==> src/rtl/op_pkg.sv <==
// Shared constants for the operation sequencer: order codes, memory select
// codes, arithmetic order bit positions and the one-hot state encoding.
package op_pkg;

  localparam logic [3:0] OP_ADD    = 4'd0;
  localparam logic [3:0] OP_SUB    = 4'd1;
  localparam logic [3:0] OP_MUL    = 4'd2;
  localparam logic [3:0] OP_DIV    = 4'd3;
  localparam logic [3:0] OP_AND    = 4'd4;
  localparam logic [3:0] OP_CMP    = 4'd5;
  localparam logic [3:0] OP_ABSADD = 4'd6;
  localparam logic [3:0] OP_ABSSUB = 4'd7;

  localparam logic [1:0] SEL_IDLE = 2'b00;
  localparam logic [1:0] SEL_OP1  = 2'b01;
  localparam logic [1:0] SEL_OP2  = 2'b10;
  localparam logic [1:0] SEL_RES  = 2'b11;

  // Bit positions inside the order vector sent to arithmetic control.
  localparam int ORD_ADD = 0;
  localparam int ORD_SUB = 1;
  localparam int ORD_MUL = 2;
  localparam int ORD_DIV = 3;
  localparam int ORD_AND = 4;
  localparam int ORD_W   = 5;

  localparam int S_IDLE    = 0;
  localparam int S_CLR     = 1;
  localparam int S_RD1     = 2;
  localparam int S_MV_A    = 3;
  localparam int S_RD2     = 4;
  localparam int S_MV_B    = 5;
  localparam int S_ISSUE   = 6;
  localparam int S_WAIT_AC = 7;
  localparam int S_WR      = 8;
  localparam int S_DONE    = 9;
  localparam int N_STATES  = 10;

  typedef enum logic [N_STATES-1:0] {
    ST_IDLE    = N_STATES'(1) << S_IDLE,
    ST_CLR     = N_STATES'(1) << S_CLR,
    ST_RD1     = N_STATES'(1) << S_RD1,
    ST_MV_A    = N_STATES'(1) << S_MV_A,
    ST_RD2     = N_STATES'(1) << S_RD2,
    ST_MV_B    = N_STATES'(1) << S_MV_B,
    ST_ISSUE   = N_STATES'(1) << S_ISSUE,
    ST_WAIT_AC = N_STATES'(1) << S_WAIT_AC,
    ST_WR      = N_STATES'(1) << S_WR,
    ST_DONE    = N_STATES'(1) << S_DONE
  } state_t;

  typedef struct packed {
    logic [ORD_W-1:0] order;
    logic             abs;
    logic             cmp;
    logic             legal;
  } dec_t;

endpackage

==> src/rtl/op_seq_if.sv <==
// Memory port of the operation sequencer: read/write requests with an
// address select, completed by a single-cycle acknowledge from memory.
interface op_seq_if;
  logic       mem_rd_req_to_mem;
  logic       mem_wr_req_to_mem;
  logic [1:0] mem_sel_to_mem;
  logic       mem_ack_from_mem;

  modport master (
    output mem_rd_req_to_mem, mem_wr_req_to_mem, mem_sel_to_mem,
    input  mem_ack_from_mem
  );

  modport slave (
    input  mem_rd_req_to_mem, mem_wr_req_to_mem, mem_sel_to_mem,
    output mem_ack_from_mem
  );
endinterface

==> src/rtl/op_seq_decode.sv <==
// Order decoder: maps a 4-bit order code to the arithmetic order vector and
// the abs/cmp/legal qualifiers.
module op_seq_decode
  import op_pkg::*;
(
  input  logic [3:0] opcode,
  output dec_t       dec
);

  always_comb begin
    // NOTE: every field gets a default before the case so no path leaves
    // a value unassigned, which would otherwise infer a latch.
    dec       = '0;
    dec.legal = 1'b1;
    case (opcode)
      OP_ADD:    dec.order[ORD_ADD] = 1'b1;
      OP_SUB:    dec.order[ORD_SUB] = 1'b1;
      OP_MUL:    dec.order[ORD_MUL] = 1'b1;
      OP_DIV:    dec.order[ORD_DIV] = 1'b1;
      OP_AND:    dec.order[ORD_AND] = 1'b1;
      OP_CMP: begin
        dec.order[ORD_SUB] = 1'b1;
        dec.cmp            = 1'b1;
      end
      OP_ABSADD: begin
        dec.order[ORD_ADD] = 1'b1;
        dec.abs            = 1'b1;
      end
      OP_ABSSUB: begin
        dec.order[ORD_SUB] = 1'b1;
        dec.abs            = 1'b1;
      end
      default:   dec.legal = 1'b0;
    endcase
  end

endmodule

==> src/rtl/op_seq.sv <==
// Operation sequencer: fetches two operands into A and B through C, fires one
// arithmetic order, waits for the answer under a watchdog, optionally stores.
module op_seq
  import op_pkg::*;
#(
  parameter int TIMEOUT = 127,
  parameter int TO_W    = 7
) (
  input  logic       clk,
  input  logic       resetn,
  input  logic       start_from_pu,
  input  logic [3:0] opcode_from_pu,
  input  logic       store_from_pu,
  op_seq_if.master   mem,
  input  logic       ac_answer_from_ac,
  input  logic       reg_b_sign_from_ac,
  output logic       do_clear_a_to_ac,
  output logic       do_mem_to_c_to_ac,
  output logic       do_move_c_to_a_to_ac,
  output logic       do_move_c_to_b_to_ac,
  output logic       order_add_to_ac,
  output logic       order_sub_to_ac,
  output logic       order_mul_to_ac,
  output logic       order_div_to_ac,
  output logic       order_and_to_ac,
  output logic       ctrl_abs_to_ac,
  output logic       busy_to_pu,
  output logic       done_to_pu,
  output logic       branch_to_pu,
  output logic       err_illegal_to_pu,
  output logic       err_timeout_to_pu
);

  state_t           state, state_nxt;
  dec_t             dec;
  logic [ORD_W-1:0] order_q, order_pulse;
  logic             store_q, abs_q, cmp_q, branch_q;
  logic             err_ill_q, err_to_q;
  logic [TO_W-1:0]  wd;
  logic             wd_hit, accept, rd_req, wr_req;
  logic [1:0]       sel;

  op_seq_decode u_decode (
    .opcode (opcode_from_pu),
    .dec    (dec)
  );

  assign accept = (state == ST_IDLE) && start_from_pu && dec.legal;
  assign wd_hit = (wd == TO_W'(TIMEOUT));

  always_comb begin
    state_nxt            = state;
    rd_req               = 1'b0;
    wr_req               = 1'b0;
    sel                  = SEL_IDLE;
    do_clear_a_to_ac     = 1'b0;
    do_mem_to_c_to_ac    = 1'b0;
    do_move_c_to_a_to_ac = 1'b0;
    do_move_c_to_b_to_ac = 1'b0;
    order_pulse          = '0;
    ctrl_abs_to_ac       = 1'b0;
    done_to_pu           = 1'b0;
    case (state)
      ST_IDLE:    if (accept) state_nxt = ST_CLR;
      ST_CLR: begin
        do_clear_a_to_ac = 1'b1;
        state_nxt        = ST_RD1;
      end
      ST_RD1: begin
        rd_req = 1'b1;
        sel    = SEL_OP1;
        if (mem.mem_ack_from_mem) begin
          do_mem_to_c_to_ac = 1'b1;
          state_nxt         = ST_MV_A;
        end
      end
      ST_MV_A: begin
        do_move_c_to_a_to_ac = 1'b1;
        ctrl_abs_to_ac       = abs_q;
        state_nxt            = ST_RD2;
      end
      ST_RD2: begin
        rd_req = 1'b1;
        sel    = SEL_OP2;
        if (mem.mem_ack_from_mem) begin
          do_mem_to_c_to_ac = 1'b1;
          state_nxt         = ST_MV_B;
        end
      end
      ST_MV_B: begin
        do_move_c_to_b_to_ac = 1'b1;
        ctrl_abs_to_ac       = abs_q;
        state_nxt            = ST_ISSUE;
      end
      ST_ISSUE: begin
        order_pulse = order_q;
        state_nxt   = ST_WAIT_AC;
      end
      // The answer takes priority over a watchdog expiring in the same cycle.
      ST_WAIT_AC: begin
        if (ac_answer_from_ac) state_nxt = store_q ? ST_WR : ST_DONE;
        else if (wd_hit)       state_nxt = ST_IDLE;
      end
      ST_WR: begin
        wr_req = 1'b1;
        sel    = SEL_RES;
        if (mem.mem_ack_from_mem) state_nxt = ST_DONE;
      end
      ST_DONE: begin
        done_to_pu = 1'b1;
        state_nxt  = ST_IDLE;
      end
      default:    state_nxt = ST_IDLE;
    endcase
  end

  // NOTE: state and datapath registers use non-blocking assignments so every
  // register samples the pre-edge values regardless of statement order.
  always_ff @(posedge clk) begin
    if (!resetn) begin
      state     <= ST_IDLE;
      order_q   <= '0;
      store_q   <= 1'b0;
      abs_q     <= 1'b0;
      cmp_q     <= 1'b0;
      branch_q  <= 1'b0;
      err_ill_q <= 1'b0;
      err_to_q  <= 1'b0;
      wd        <= '0;
    end else begin
      state     <= state_nxt;
      err_ill_q <= (state == ST_IDLE) && start_from_pu && !dec.legal;
      err_to_q  <= (state == ST_WAIT_AC) && !ac_answer_from_ac && wd_hit;
      if (accept) begin
        order_q <= dec.order;
        store_q <= store_from_pu && !dec.cmp;
        abs_q   <= dec.abs;
        cmp_q   <= dec.cmp;
        if (dec.cmp) branch_q <= 1'b0;
      end
      if (state == ST_ISSUE)        wd <= '0;
      else if (state == ST_WAIT_AC) wd <= wd + TO_W'(1);
      if ((state == ST_WAIT_AC) && ac_answer_from_ac && cmp_q)
        branch_q <= reg_b_sign_from_ac;
    end
  end

  assign mem.mem_rd_req_to_mem = rd_req;
  assign mem.mem_wr_req_to_mem = wr_req;
  assign mem.mem_sel_to_mem    = sel;

  assign order_add_to_ac   = order_pulse[ORD_ADD];
  assign order_sub_to_ac   = order_pulse[ORD_SUB];
  assign order_mul_to_ac   = order_pulse[ORD_MUL];
  assign order_div_to_ac   = order_pulse[ORD_DIV];
  assign order_and_to_ac   = order_pulse[ORD_AND];
  assign busy_to_pu        = (state != ST_IDLE);
  assign branch_to_pu      = branch_q;
  assign err_illegal_to_pu = err_ill_q;
  assign err_timeout_to_pu = err_to_q;

endmodule
==> src/flat_wrapper.sv <==
// flat-port wrapper written by rule: the top's interface ports become plain ports
module op_seq_flat import op_pkg::*;
#(
  parameter int TIMEOUT = 127,
  parameter int TO_W    = 7
)
  (clk, resetn, start_from_pu, opcode_from_pu, store_from_pu, ac_answer_from_ac, reg_b_sign_from_ac, do_clear_a_to_ac, do_mem_to_c_to_ac, do_move_c_to_a_to_ac, do_move_c_to_b_to_ac, order_add_to_ac, order_sub_to_ac, order_mul_to_ac, order_div_to_ac, order_and_to_ac, ctrl_abs_to_ac, busy_to_pu, done_to_pu, branch_to_pu, err_illegal_to_pu, err_timeout_to_pu, mem_mem_rd_req_to_mem, mem_mem_wr_req_to_mem, mem_mem_sel_to_mem, mem_mem_ack_from_mem);
  op_seq_if mem_i ();
  input  logic clk;
  input  logic resetn;
  input  logic start_from_pu;
  input  logic [3:0] opcode_from_pu;
  input  logic store_from_pu;
  input  logic ac_answer_from_ac;
  input  logic reg_b_sign_from_ac;
  output logic do_clear_a_to_ac;
  output logic do_mem_to_c_to_ac;
  output logic do_move_c_to_a_to_ac;
  output logic do_move_c_to_b_to_ac;
  output logic order_add_to_ac;
  output logic order_sub_to_ac;
  output logic order_mul_to_ac;
  output logic order_div_to_ac;
  output logic order_and_to_ac;
  output logic ctrl_abs_to_ac;
  output logic busy_to_pu;
  output logic done_to_pu;
  output logic branch_to_pu;
  output logic err_illegal_to_pu;
  output logic err_timeout_to_pu;
  output wire logic [$bits(mem_i.mem_rd_req_to_mem)-1:0] mem_mem_rd_req_to_mem;
  output wire logic [$bits(mem_i.mem_wr_req_to_mem)-1:0] mem_mem_wr_req_to_mem;
  output wire logic [$bits(mem_i.mem_sel_to_mem)-1:0] mem_mem_sel_to_mem;
  input wire logic [$bits(mem_i.mem_ack_from_mem)-1:0] mem_mem_ack_from_mem;
  assign mem_mem_rd_req_to_mem = mem_i.mem_rd_req_to_mem;
  assign mem_mem_wr_req_to_mem = mem_i.mem_wr_req_to_mem;
  assign mem_mem_sel_to_mem = mem_i.mem_sel_to_mem;
  assign mem_i.mem_ack_from_mem = mem_mem_ack_from_mem;
  op_seq #(.TIMEOUT(TIMEOUT), .TO_W(TO_W)) u_core (.clk(clk), .resetn(resetn), .start_from_pu(start_from_pu), .opcode_from_pu(opcode_from_pu), .store_from_pu(store_from_pu), .mem(mem_i), .ac_answer_from_ac(ac_answer_from_ac), .reg_b_sign_from_ac(reg_b_sign_from_ac), .do_clear_a_to_ac(do_clear_a_to_ac), .do_mem_to_c_to_ac(do_mem_to_c_to_ac), .do_move_c_to_a_to_ac(do_move_c_to_a_to_ac), .do_move_c_to_b_to_ac(do_move_c_to_b_to_ac), .order_add_to_ac(order_add_to_ac), .order_sub_to_ac(order_sub_to_ac), .order_mul_to_ac(order_mul_to_ac), .order_div_to_ac(order_div_to_ac), .order_and_to_ac(order_and_to_ac), .ctrl_abs_to_ac(ctrl_abs_to_ac), .busy_to_pu(busy_to_pu), .done_to_pu(done_to_pu), .branch_to_pu(branch_to_pu), .err_illegal_to_pu(err_illegal_to_pu), .err_timeout_to_pu(err_timeout_to_pu));
endmodule
==> config.mk <==
export PLATFORM = sky130hd
export DESIGN_NAME = op_seq_flat
export DESIGN_NICKNAME = d
export VERILOG_FILES = /design/src/rtl/op_pkg.sv /design/src/rtl/op_seq_if.sv /design/src/rtl/op_seq_decode.sv /design/src/rtl/op_seq.sv /design/src/flat_wrapper.sv
export SDC_FILE = /design/constraint.sdc
export NUM_CORES = 1
export LEC_CHECK = 0
export CAP_MARGIN = 20
export CORE_AREA = 2 2 59 61
export CTS_BUF_LIST = sky130_fd_sc_hd__clkbuf_8
export CTS_CLUSTER_SIZE = 20
export DETAILED_ROUTE_END_ITERATION = 10
export DIE_AREA = 0 0 61 63
export DONT_BUFFER_PORTS = 1
export HOLD_SLACK_MARGIN = 0.1
export PLACE_DENSITY_LB_ADDON = 0.2
export SYNTH_ARGS = -nofsm -noshare
export SYNTH_HDL_FRONTEND = slang
export SYNTH_HIERARCHICAL = 1
export SYNTH_SLANG_ARGS = --single-unit
==> constraint.sdc <==
create_clock -name clk -period 1.6 [get_ports clk]
set_input_delay 0.32 -clock clk [delete_from_list [all_inputs] [get_ports clk]]
set_output_delay 0.32 -clock clk [all_outputs]
set_load 0.03 [all_outputs]
# Word level (Yosys, flattened, before mapping)
# Cells that the tools add are included.
dict set report word_totals {
  regBits 28
  out_inout_bits 19
  elab_cells 88
}
dict set report classes {
  add_sub_neg 1
  n_eq_ne 24
  reduce_logical 23
  mux 30
  bitwise 1
}
# op n
set ops {}
lappend ops {{case mux 10 bit (9 select lines)} 1}
lappend ops {{two-way mux 10 bit} 7}
lappend ops {{two-way mux 1 bit} 20}
lappend ops {{== test 4 x 3 -> 1 bit (second input constant)} 4}
lappend ops {{== test 10 x 1 -> 1 bit (second input constant)} 1}
lappend ops {{== test 10 bit (second input constant)} 1}
lappend ops {{== test 10 x 2 -> 1 bit (second input constant)} 1}
lappend ops {{== test 10 x 3 -> 1 bit (second input constant)} 1}
lappend ops {{== test 10 x 4 -> 1 bit (second input constant)} 1}
lappend ops {{== test 10 x 5 -> 1 bit (second input constant)} 1}
lappend ops {{== test 10 x 6 -> 1 bit (second input constant)} 1}
lappend ops {{== test 10 x 7 -> 1 bit (second input constant)} 1}
lappend ops {{== test 10 x 8 -> 1 bit (second input constant)} 1}
lappend ops {{== test 10 x 9 -> 1 bit (second input constant)} 1}
lappend ops {{!= test 10 x 1 -> 1 bit (second input constant)} 1}
lappend ops {{OR reduction 2 bit} 5}
lappend ops {{== test 4 x 2 -> 1 bit (second input constant)} 2}
lappend ops {{logical AND 1 bit} 8}
lappend ops {{OR reduction 8 bit} 1}
lappend ops {{adder 7 x 1 -> 7 bit (second input constant)} 1}
lappend ops {{== test 7 bit (second input constant)} 1}
lappend ops {{!= test 2 bit (second input constant)} 3}
lappend ops {{case mux 2 bit (3 select lines)} 1}
lappend ops {{two-way mux 5 bit} 1}
lappend ops {{other kinds (10)} 13}

# Longest topological paths before layout
# Gate-level depths: netlist of the first run.
dict set report depth {
  ltp_word 6
  mapped_depth 7
}

# By module
# The synthesis of the first run kept the hierarchy.
# mod seq_area_each_um2 cells_each n_inst area_per_inst_um2
set modules_own_cells {}
lappend modules_own_cells {op_seq 560.5 170 1 1452.6}
lappend modules_own_cells {op_seq_decode 0.0 12 1 62.6}

# Worst setup path before layout of the first run
# OpenSTA, ideal clock, no wires.
dict set report synth_path {
  kind {reg-to-output}
  start {reg u_core.state[6]}
  end {out ctrl_abs_to_ac}
  stages_incl_launch_ff 5
  arrival_time_ns 2.292
  slack_ns -1.012
  t_required_ns 1.280
  cell_sequence {dfxtp_1 -> nor3_2 -> nand2_1 -> nor4_1 -> o21a_1}
}
dict set report synth_between {
  elab_chain_len 3
}
# item line
set synth_rtl {}
lappend synth_rtl {{start, declared} op_seq.sv:34} ;# state_t state, state_nxt;
lappend synth_rtl {{start signal, assigned} op_seq.sv:131} ;# state <= state_nxt;
lappend synth_rtl {{== test 10 x 4 -> 1 bit / == test 10 x 6 -> 1 bit (equally long branches)} op_seq.sv:63} ;# case (state)
lappend synth_rtl {{OR reduction 2 bit (no source line) *} -}
lappend synth_rtl {{two-way mux 1 bit *} op_seq.sv:63}
lappend synth_rtl {{end, declared} flat_wrapper.sv:25} ;# output logic ctrl_abs_to_ac;
# Every way passes the cells marked *; elsewhere a longest branch is shown, timed or not.

# Final worst setup path of the first run
dict set report layout_path {
  start {reg u_core.state[0]}
  end {out do_mem_to_c_to_ac}
}
dict set report layout_between {
  elab_chain_len 3
}
# item line
set layout_rtl {}
lappend layout_rtl {{== test 10 x 3 -> 1 bit / == test 10 x 5 -> 1 bit (equally long branches)} op_seq.sv:63}
lappend layout_rtl {{OR reduction 2 bit (no source line) *} -}
lappend layout_rtl {{two-way mux 1 bit *} -}
lappend layout_rtl {{end, declared} flat_wrapper.sv:17} ;# output logic do_mem_to_c_to_ac;
# Marks and branches as above.

==> results of run 1 <==
placed cells by master (no fill, tap or decap), types with 3 or more instances in the layout:
cell	n
a21oi_1	5
nor3_4	3
and2_4	7
nand4_1	4
xor2_1	7
nand2b_1	3
buf_6	13
and3_1	6
and4_1	4
nand2_2	8
inv_1	4
clkbuf_8	3
dfxtp_2	5
a21oi_2	3
nor2_1	19
buf_4	42
dfxtp_1	21
o21ai_1	3
nor2b_1	3
nand2_1	22
where the power goes:
part	switching (uW)	total (uW)	internal, uW
logic	481	1030	551
clock network	198	367	168
registers	42.8	783	740
total	722	2180	1460
repair_timing:
| action | in CTS | in global routing |
|---|---|---|
| setup endpoints to repair | 41 | 43 |
| pin swaps | 34 | 3 |
| setup buffers | 14 | 3 |
| gates cloned | 0 | 0 |
| resized for setup | 42 | 7 |
flip-flops by register name, indices dropped and copies added (netlist names):
| register | count |
|---|---|
| u_core/err_illegal_to_pu | 1 |
| u_core/wd | 7 |
| u_core/err_timeout_to_pu | 1 |
| u_core/store_q | 1 |
| u_core/abs_q | 1 |
| u_core/cmp_q | 1 |
| u_core/order_q | 5 |
| u_core/state | 10 |
| u_core/branch_to_pu | 1 |
worst paths after layout:
kind	end	start	slack, ns
hold / removal	u_core/state[0]	resetn	0.13
setup reg to reg	u_core/wd[4]	u_core/state[0]	-0.27
setup / recovery	do_mem_to_c_to_ac	u_core/state[0]	-0.42
hold reg to reg	u_core/order_q[3]	u_core/order_q[3]	0.47
metal layers:
| layer | vias to the layer above | share of wire (%) | global-route usage, % |
|---|---|---|---|
| li1 | 748 | - | - |
| met3 | 4 | 4.1 | 3.31 |
| met4 | 0 | 0.80 | 7.07 |
| met5 | - | 0 | 0 |
| met1 | 699 | 41 | 28.1 |
| met2 | 34 | 54 | 42.7 |
worst register-to-register path, delay by kind of cell (launching register included):
kind,cells,cell delay [ns]
buffers and inverters,4,0.41
flip-flops,1,0.35
AND/OR/NAND/NOR,5,1.03
per-stage QoR:
stage / util [%] / instances / setup slack (ns)
floorplan: - / 182 / -0.399
global placement: 59.5 / 262 / -0.138
detailed placement: 59.5 / 262 / -0.176
CTS: 68.8 / 279 / -0.434
global route: 70.4 / 282 / -0.479
finish: 70.4 / 282 / -0.420
final cells by class:
cell class                 count  area (um2)  area share [%]
multi-input combinational    142        1080            47.4
tap                           46        57.6            2.53
clock buffer                   3        41.3            1.82
inverter                       6        22.5           0.990
sequential                    28         574            25.2
timing repair buffer          57         502            22.1
cell families (layout without fill, tap and decap cells):
kind of cell,count (synthesis),count (layout),share of synthesized area [%]
AND/OR/NAND/NOR,107,107,40.5
buffers and inverters,12,66,3.47
XOR/XNOR,9,9,5.20
flip-flops,28,28,37.0
AO/OA/AOI/OAI,24,24,12.4
adder cells (fa/ha/maj),1,1,0.826
multiplexers,1,1,0.661
==> metrics, run 1 <==
CTS tree yes; unrepaired setup endpoints after global routing true; status complete, but fails checks; worst slew pin tran 0.484 ns; Die Ht 63 um; Fin Setup TNS -10.49 ns; Routed Antenna Nets 0; Setup Viol. Count Final 42; initial antenna violation count 0; core area 3230 um2; WP depth 4; failing checks setup timing; TritonCTS Sinks 28; first-pass GRT wire length 6960 um; Routability Congestion 0.959; hold_ws 0.128 ns; I/O pins 30; initial core utilization 46.9%; vias in the first global route 1540; Main synth FF type dfxtp_1; critical path arrival 1.70 ns; Port Buffers 0; syn nets 194; Clock Latency Late Sink 0.26 ns; Area growth syn-to-layout 50.1%; Fin. Hold Viols 0; drt pass-1 iters 4; crit-path cells or3_4 > or3_4 > nor3_4 > and2_4; TritonCTS buffer count 3; Critical Path Sink Type primary output; synth top area cells dfxtp_1, nand2_1, nor2_1; top cell types by occurrence after synthesis nand2_1, dfxtp_1, nor2_1; Design Area, Final 2270 um2; die area 3840 um2; Max-Slew Margin vs Limit 67.7%; Top delay family on crit path simple AND/OR/NAND/NOR gates; # diodes 0; clk slew on worst S/H paths 0.09 ns; hpwl dp 3010 um; share of the synthesized area in the top cell type 37.0%; vias post-DR 1485; Synth Warn # 6; cts hold-fix bufs 0; post-route minimum period 2.02 ns; DP Area 1920 um2; Mapped Cells 182; Mapped Avg Cell Area 8.33 um2; EDFF count, synth 0; Clock Skews 0.00374 ns; largest net degree at the start of global routing 15; Tot Pwr 2180 uW; grt ovf 0; FILL cells 261; Layout Nets 250; Slew Viols, Final 0; FP Rows 21; FMAX 0.495 GHz; CTS Buffer Depth 2; ratio of cells with drive above 1 in the final layout 48.3%; sequential fraction of the synthesis area 37.0%; Iter 0 DRT Violations 62; WL/cell 15.5 um; Crit path top cell by count or3_4; max cap viols 0; via density per instance 5.27; Setup crit start kind register; highest-delay cell along the critical path or3_4; GRT Util Overall 23.7%; hold depth 1; ys async rst share 0%; post-synthesis register bit count 28; leakage power total 0.000913 uW; count leader, synth nand2_1; Max FO, Critical Path 3; final WL 4360 um; Power Density 959 nW/um2; H-tree Lvls 1; Die W 61 um; Req. time, crit path 1.28 ns; clock root buffer clkbuf_8; R2R cell count 9; Buf/Inv on CP 0; peak per-stage delay on the critical path 0.39 ns; Yosys top cell by area dfxtp_1; Netlist Area Pre-Place 1520 um2; period utilization 126%; synth unique cells 47; worst min path class in2reg; DRC 0; Max VDD drop 0.000490 V; CP Class reg2out; Setup WS post-layout -0.420 ns
Note: power is estimated with default switching activity, not from simulation.
==> run 2: changes to the inputs <==
CORE_AREA = 2 2 65 67   (was 2 2 59 61)
DIE_AREA = 0 0 67 69   (was 0 0 61 63)
==> metrics, run 2 (synthesized netlist as in run 1, its figures left out) <==
Internal 1610 uW (+11%); Routed Antenna Nets 0 (unchanged); CTS Buffer Depth 2 (unchanged); die area 4620 um2 (+20%); worst hold start resetn; post-route minimum period 2.05 ns (+0.0272 ns); Worst R2R Start u_core/state[9]; via density per instance 5.32 (+1.1%); clock share of power 23.6% (+6.8 points); TritonCTS buffer count 3 (unchanged); GRT Util Overall 19.8% (-3.9 points); DRC 0 (unchanged); TritonCTS Sinks 28 (unchanged); FP Rows 23 (+9.5%); vias in the first global route 1598 (+3.8%); Fin. Hold Viols 0 (unchanged); core area 3910 um2 (+21%); Clock Skews 0.00354 ns (-0.000197 ns); CP Class reg2out; first-pass GRT wire length 7240 um (+4.1%); Critical Path Source u_core/state[0]; cts hold-fix bufs 0 (unchanged); status complete, but fails checks; clock root buffer clkbuf_8; ratio of cells with drive above 1 in the final layout 53.5% (+5.2 points); Place WS -0.215 ns (-0.0387 ns); initial antenna violation count 0 (unchanged); final non-filler cell total 293 (+3.9%); WL/cell 15.6 um (+0.59%); hold_ws 0.120 ns (-0.00718 ns); Layout Nets 256 (+2.4%); commonest non-fill, non-tap cell in the layout buf_4; clk slew on worst S/H paths 0.09 ns (about the same); largest net degree at the start of global routing 17 (+2); final WL 4560 um (+4.5%); DP Area 1970 um2 (+2.5%); grt ovf 0 (unchanged); Max VDD drop 0.000641 V (+31%); vias post-DR 1560 (+5.1%); failing checks setup timing; Clock Latency Late Sink 0.27 ns (about the same); FMAX 0.488 GHz (-1.3%); register area 581 um2 (+1.1%); part of the power in registers 33.4% (-2.5 points); Regs by FF count u_core/state (10), u_core/wd (7), u_core/order_q (5); R2R cell count 8 (-1); register name with the most flops u_core/state; leakage power total 0.00102 uW (+11%); drt pass-1 iters 4 (unchanged); Setup crit start kind register; Design Area, Final 2450 um2 (+7.8%); Die Ht 69 um (+9.5%); worst slew pin tran 0.581 ns (+0.0971 ns); most frequent cells in the layout buf_4, nand2_1, buf_6, dfxtp_1, nor2_1; H-tree Lvls 1 (unchanged); FILL cells 332 (+27%); Sw Pwr 740 uW (+2.4%); Area growth syn-to-layout 61.8%; hpwl dp 3150 um (+4.6%); Net Sw Frac 31.4% (-1.7 points); Port Buffers 0 (unchanged); Max FO, Critical Path 3 (unchanged); multi-input logic area 1120 um2 (+4.2%); Comb power frac 43.0% (-4.3 points); I/O pins 30 (unchanged); Die W 67 um (+9.8%); initial core utilization 38.7% (-8.2 points); # diodes 0 (unchanged); Power Density 959 nW/um2 (about the same); Fin Setup TNS -12.09 ns (-1.60 ns); unrepaired setup endpoints after global routing true; Slew Viols, Final 0 (unchanged); Setup WS post-layout -0.448 ns (-0.0272 ns); critical path arrival 1.73 ns (+0.03 ns); Iter 0 DRT Violations 82 (+32%); Req. time, crit path 1.28 ns (about the same); Setup Viol. Count Final 43 (+2.4%); worst min path class in2reg; hold depth 1 (unchanged); Routability Congestion 0.957 (-0.28%); max cap viols 0 (unchanged); Critical Path Sink Type primary output; period utilization 128% (+1.7 points); Max-Slew Margin vs Limit 61.2% (-6.5 points); dpl cells 270 (+3.1%); CTS tree yes; max reg flops 10 (unchanged)
==> run 2: layer usage <==
layer / global-route usage [%] / routed length [um]
met5: 0 / 0
met2: 35.0 / 2390
met4: 4.76 / 61
met1: 24.4 / 1930
met3: 3.26 / 177
==> run 2: cell type report <==
| class | instances | share of cell area [%] |
|---|---|---|
| Multi-Input combinational cell | 142 | 45.8 |
| Timing Repair Buffer | 63 | 24.2 |
| Sequential cell | 28 | 23.7 |
| Tap cell | 50 | 2.55 |
| Clock buffer | 3 | 1.68 |
| Clock inverter | 1 | 1.22 |
| Inverter | 6 | 0.918 |
==> run 2: worst paths after layout <==
check	endpoint	slack, ns
worst max register to register	u_core/state[5]	-0.37
worst max-delay path	ctrl_abs_to_ac	-0.45
worst min-delay path	u_core/state[0]	0.12
worst min register to register	u_core/order_q[2]	0.47
==> run 2: power by group through the flow <==
stage	combinational, uW	clock (uW)	sequential, uW
2_1_floorplan	417	0	809
3_5_place_dp	680	0	807
6_report	1010	555	785
5_1_grt	1070	603	788
3_3_place_gp	668	0	803
4_1_cts	916	569	785
==> run 2: repair_timing <==
item	CTS	global route
gates resized for setup	39	34
pin swaps	18	21
gates cloned	1	0
setup endpoints to repair	42	43
setup buffers	14	6
==> run 2: through the flow <==
step           total power (uW)  util (%)
2_1_floorplan              1230         -
3_3_place_gp               1470      50.4
3_5_place_dp               1490      50.4
4_1_cts                    2270      59.1
5_1_grt                    2460      62.7
6_report                   2350      62.7
==> run 2: critical path, stage by stage (launching register included) <==
cell and delay, ns:
dfxtp_2 0.35, or3_4 0.39, buf_4 0.16, nor4_4 0.27, o21a_1 0.16, buf_6 0.13
==> run 3: changes to the inputs <==
CORE_AREA = 2 2 52 59   (was 2 2 65 67)
DIE_AREA = 0 0 54 61   (was 0 0 67 69)
SLEW_MARGIN = 40   (was not set)
==> metrics, run 3 (synthesized netlist as in run 1, its figures left out) <==
Max FO, Critical Path 8 (+5); global routing usage on met3 3.94% (+0.68 points); Regs by FF count u_core/state (10), u_core/wd (7), u_core/order_q (5); largest net degree at the start of global routing 17 (unchanged); first-pass GRT wire length 7360 um (+1.7%); initial antenna violation count 0 (unchanged); core area 2700 um2 (-31%); register name with the most flops u_core/state; Port Buffers 0 (unchanged); final WL 6130 um (+35%); H-tree Lvls 1 (unchanged); worst slew pin tran 0.626 ns (+0.0450 ns); utilization after layout 91.3% (+29 points); GR Layer Usage met2 57.8% (+23 points); ratio of cells with drive above 1 in the final layout 56.4% (+2.9 points); Req. time, crit path 1.73 ns (+0.45 ns); vias post-DR 1758 (+13%); # diodes 0 (unchanged); Routability Congestion 0.856 (-11%); Design Area, Final 2470 um2 (+0.56%); clk slew on worst S/H paths 0.10 ns (about the same); GRT met1 Usage 35.3% (+11 points); grt ovf 0 (unchanged); FP Rows 20 (-13%); DP Area 1890 um2 (-4.0%); Clock Latency Late Sink 0.28 ns (about the same); dpl cells 247 (-8.5%); hold_ws 0.115 ns (-0.00526 ns); CP Class reg2reg; Power Density 1040 nW/um2 (+8.6%); FMAX 0.463 GHz (-5.3%); critical path arrival 2.29 ns (+0.56 ns); failing checks setup timing; drt pass-1 iters 4 (unchanged); TritonCTS Sinks 28 (unchanged); Max VDD drop 0.00107 V (+68%); die area 3290 um2 (-29%); final non-filler cell total 274 (-6.5%); Clock Skews 0.00743 ns (+0.00389 ns); Fin. Hold Viols 0 (unchanged); unrepaired setup endpoints after global routing true; Setup WS post-layout -0.561 ns (-0.114 ns); commonest non-fill, non-tap cell in the layout buf_4; leakage power total 0.000997 uW (-1.8%); CTS Buffer Depth 2 (unchanged); cts hold-fix bufs 0 (unchanged); post-route minimum period 2.16 ns (+0.114 ns); I/O pins 30 (unchanged); WL/cell 22.4 um (+44%); gr busiest metal met2; hold depth 1 (unchanged); Setup Viol. Count Final 43 (unchanged); DRC 0 (unchanged); max reg flops 10 (unchanged); Area growth syn-to-layout 62.8%; Slew Viols, Final 0 (unchanged); R2R cell count 7 (-1); status complete, but fails checks; Routed Antenna Nets 0 (unchanged); Die Ht 61 um (-12%); TritonCTS buffer count 3 (unchanged); Setup crit start kind register; Max-Slew Margin vs Limit 58.2% (-3.0 points); most frequent cells in the layout buf_4, buf_6, dfxtp_1, nand2_1, nor2_1; GRT Util Overall 31.3% (+12 points); clock root buffer clkbuf_8; Iter 0 DRT Violations 120 (+46%); via density per instance 6.42 (+21%); worst min path class in2reg; Die W 54 um (-19%); hpwl dp 2990 um (-4.9%); initial core utilization 56.1% (+17 points); Critical Path Sink Type register; CTS tree yes; vias in the first global route 1624 (+1.6%); Layout Nets 254 (-0.78%); Fin Setup TNS -13.02 ns (-0.923 ns); period utilization 135% (+7.1 points); max cap viols 0 (unchanged)
[run 3: cell count changes in the layout (fill, tap and decap cells not counted), moves of 2 or more]
cell     change
nand2_2      +5
o21ai_0      -3
dfxtp_2      +3
o21ai_1      +2
dfxtp_4      -2
nand2_1      -4
buf_4        -6
buf_6        +4
[run 3: what timing repair did]
item / 4_1_cts / 5_1_grt
endpoints found under the setup margin: 41 / 44
gates resized for setup: 54 / 38
cloned: 0 / 1
pin swaps: 36 / 26
buffers inserted: 17 / 8
[run 3: metrics by stage]
stage | total power [uW] | worst slack [ns]
after floorplan | 1230 | -0.399
after global placement | 1400 | -0.130
after detailed placement | 1420 | -0.156
after CTS | 2380 | -0.449
after global routing | 2630 | -0.586
final | 2570 | -0.561
[run 3: critical path: stages, from the launching register on]
cell,delay [ns]
dfxtp_2,0.44
nor4_4,0.08
buf_4,0.14
buf_6,0.11
and4_4,0.18
nor3b_4,0.17
nor3_4,0.41
nor4b_1,0.47
[run 3: final timing paths]
kind                                         from           endpoint  slack [ns]
worst min register to register  u_core/order_q[4]  u_core/order_q[4]        0.47
worst max register to register    u_core/state[3]    u_core/state[3]       -0.56
worst max-delay path              u_core/state[3]    u_core/state[3]       -0.56
worst min-delay path                       resetn    u_core/state[0]        0.12
[run 3: area by class of cell]
cell class / instances / area (um2)
Timing Repair Buffer: 61 / 586
Clock inverter: 1 / 30.0
Sequential cell: 28 / 577
Tap cell: 33 / 41.3
Clock buffer: 3 / 41.3
Fill cell: 107 / 236
Multi-Input combinational cell: 142 / 1170
Inverter: 6 / 22.5
[run 3: where the power goes]
part           internal, uW  switching [uW]  leakage [uW]
combinational           618             590      0.000731
clock                   335             229     0.0000357
sequential              741            55.3      0.000230
total                  1690             874      0.000997
[run 3: per-layer routing]
layer / vias up / share of wire (%)
met5: - / 0
met4: 0 / 5.0
met3: 32 / 6.4
met2: 96 / 51
met1: 875 / 38
li1: 755 / -
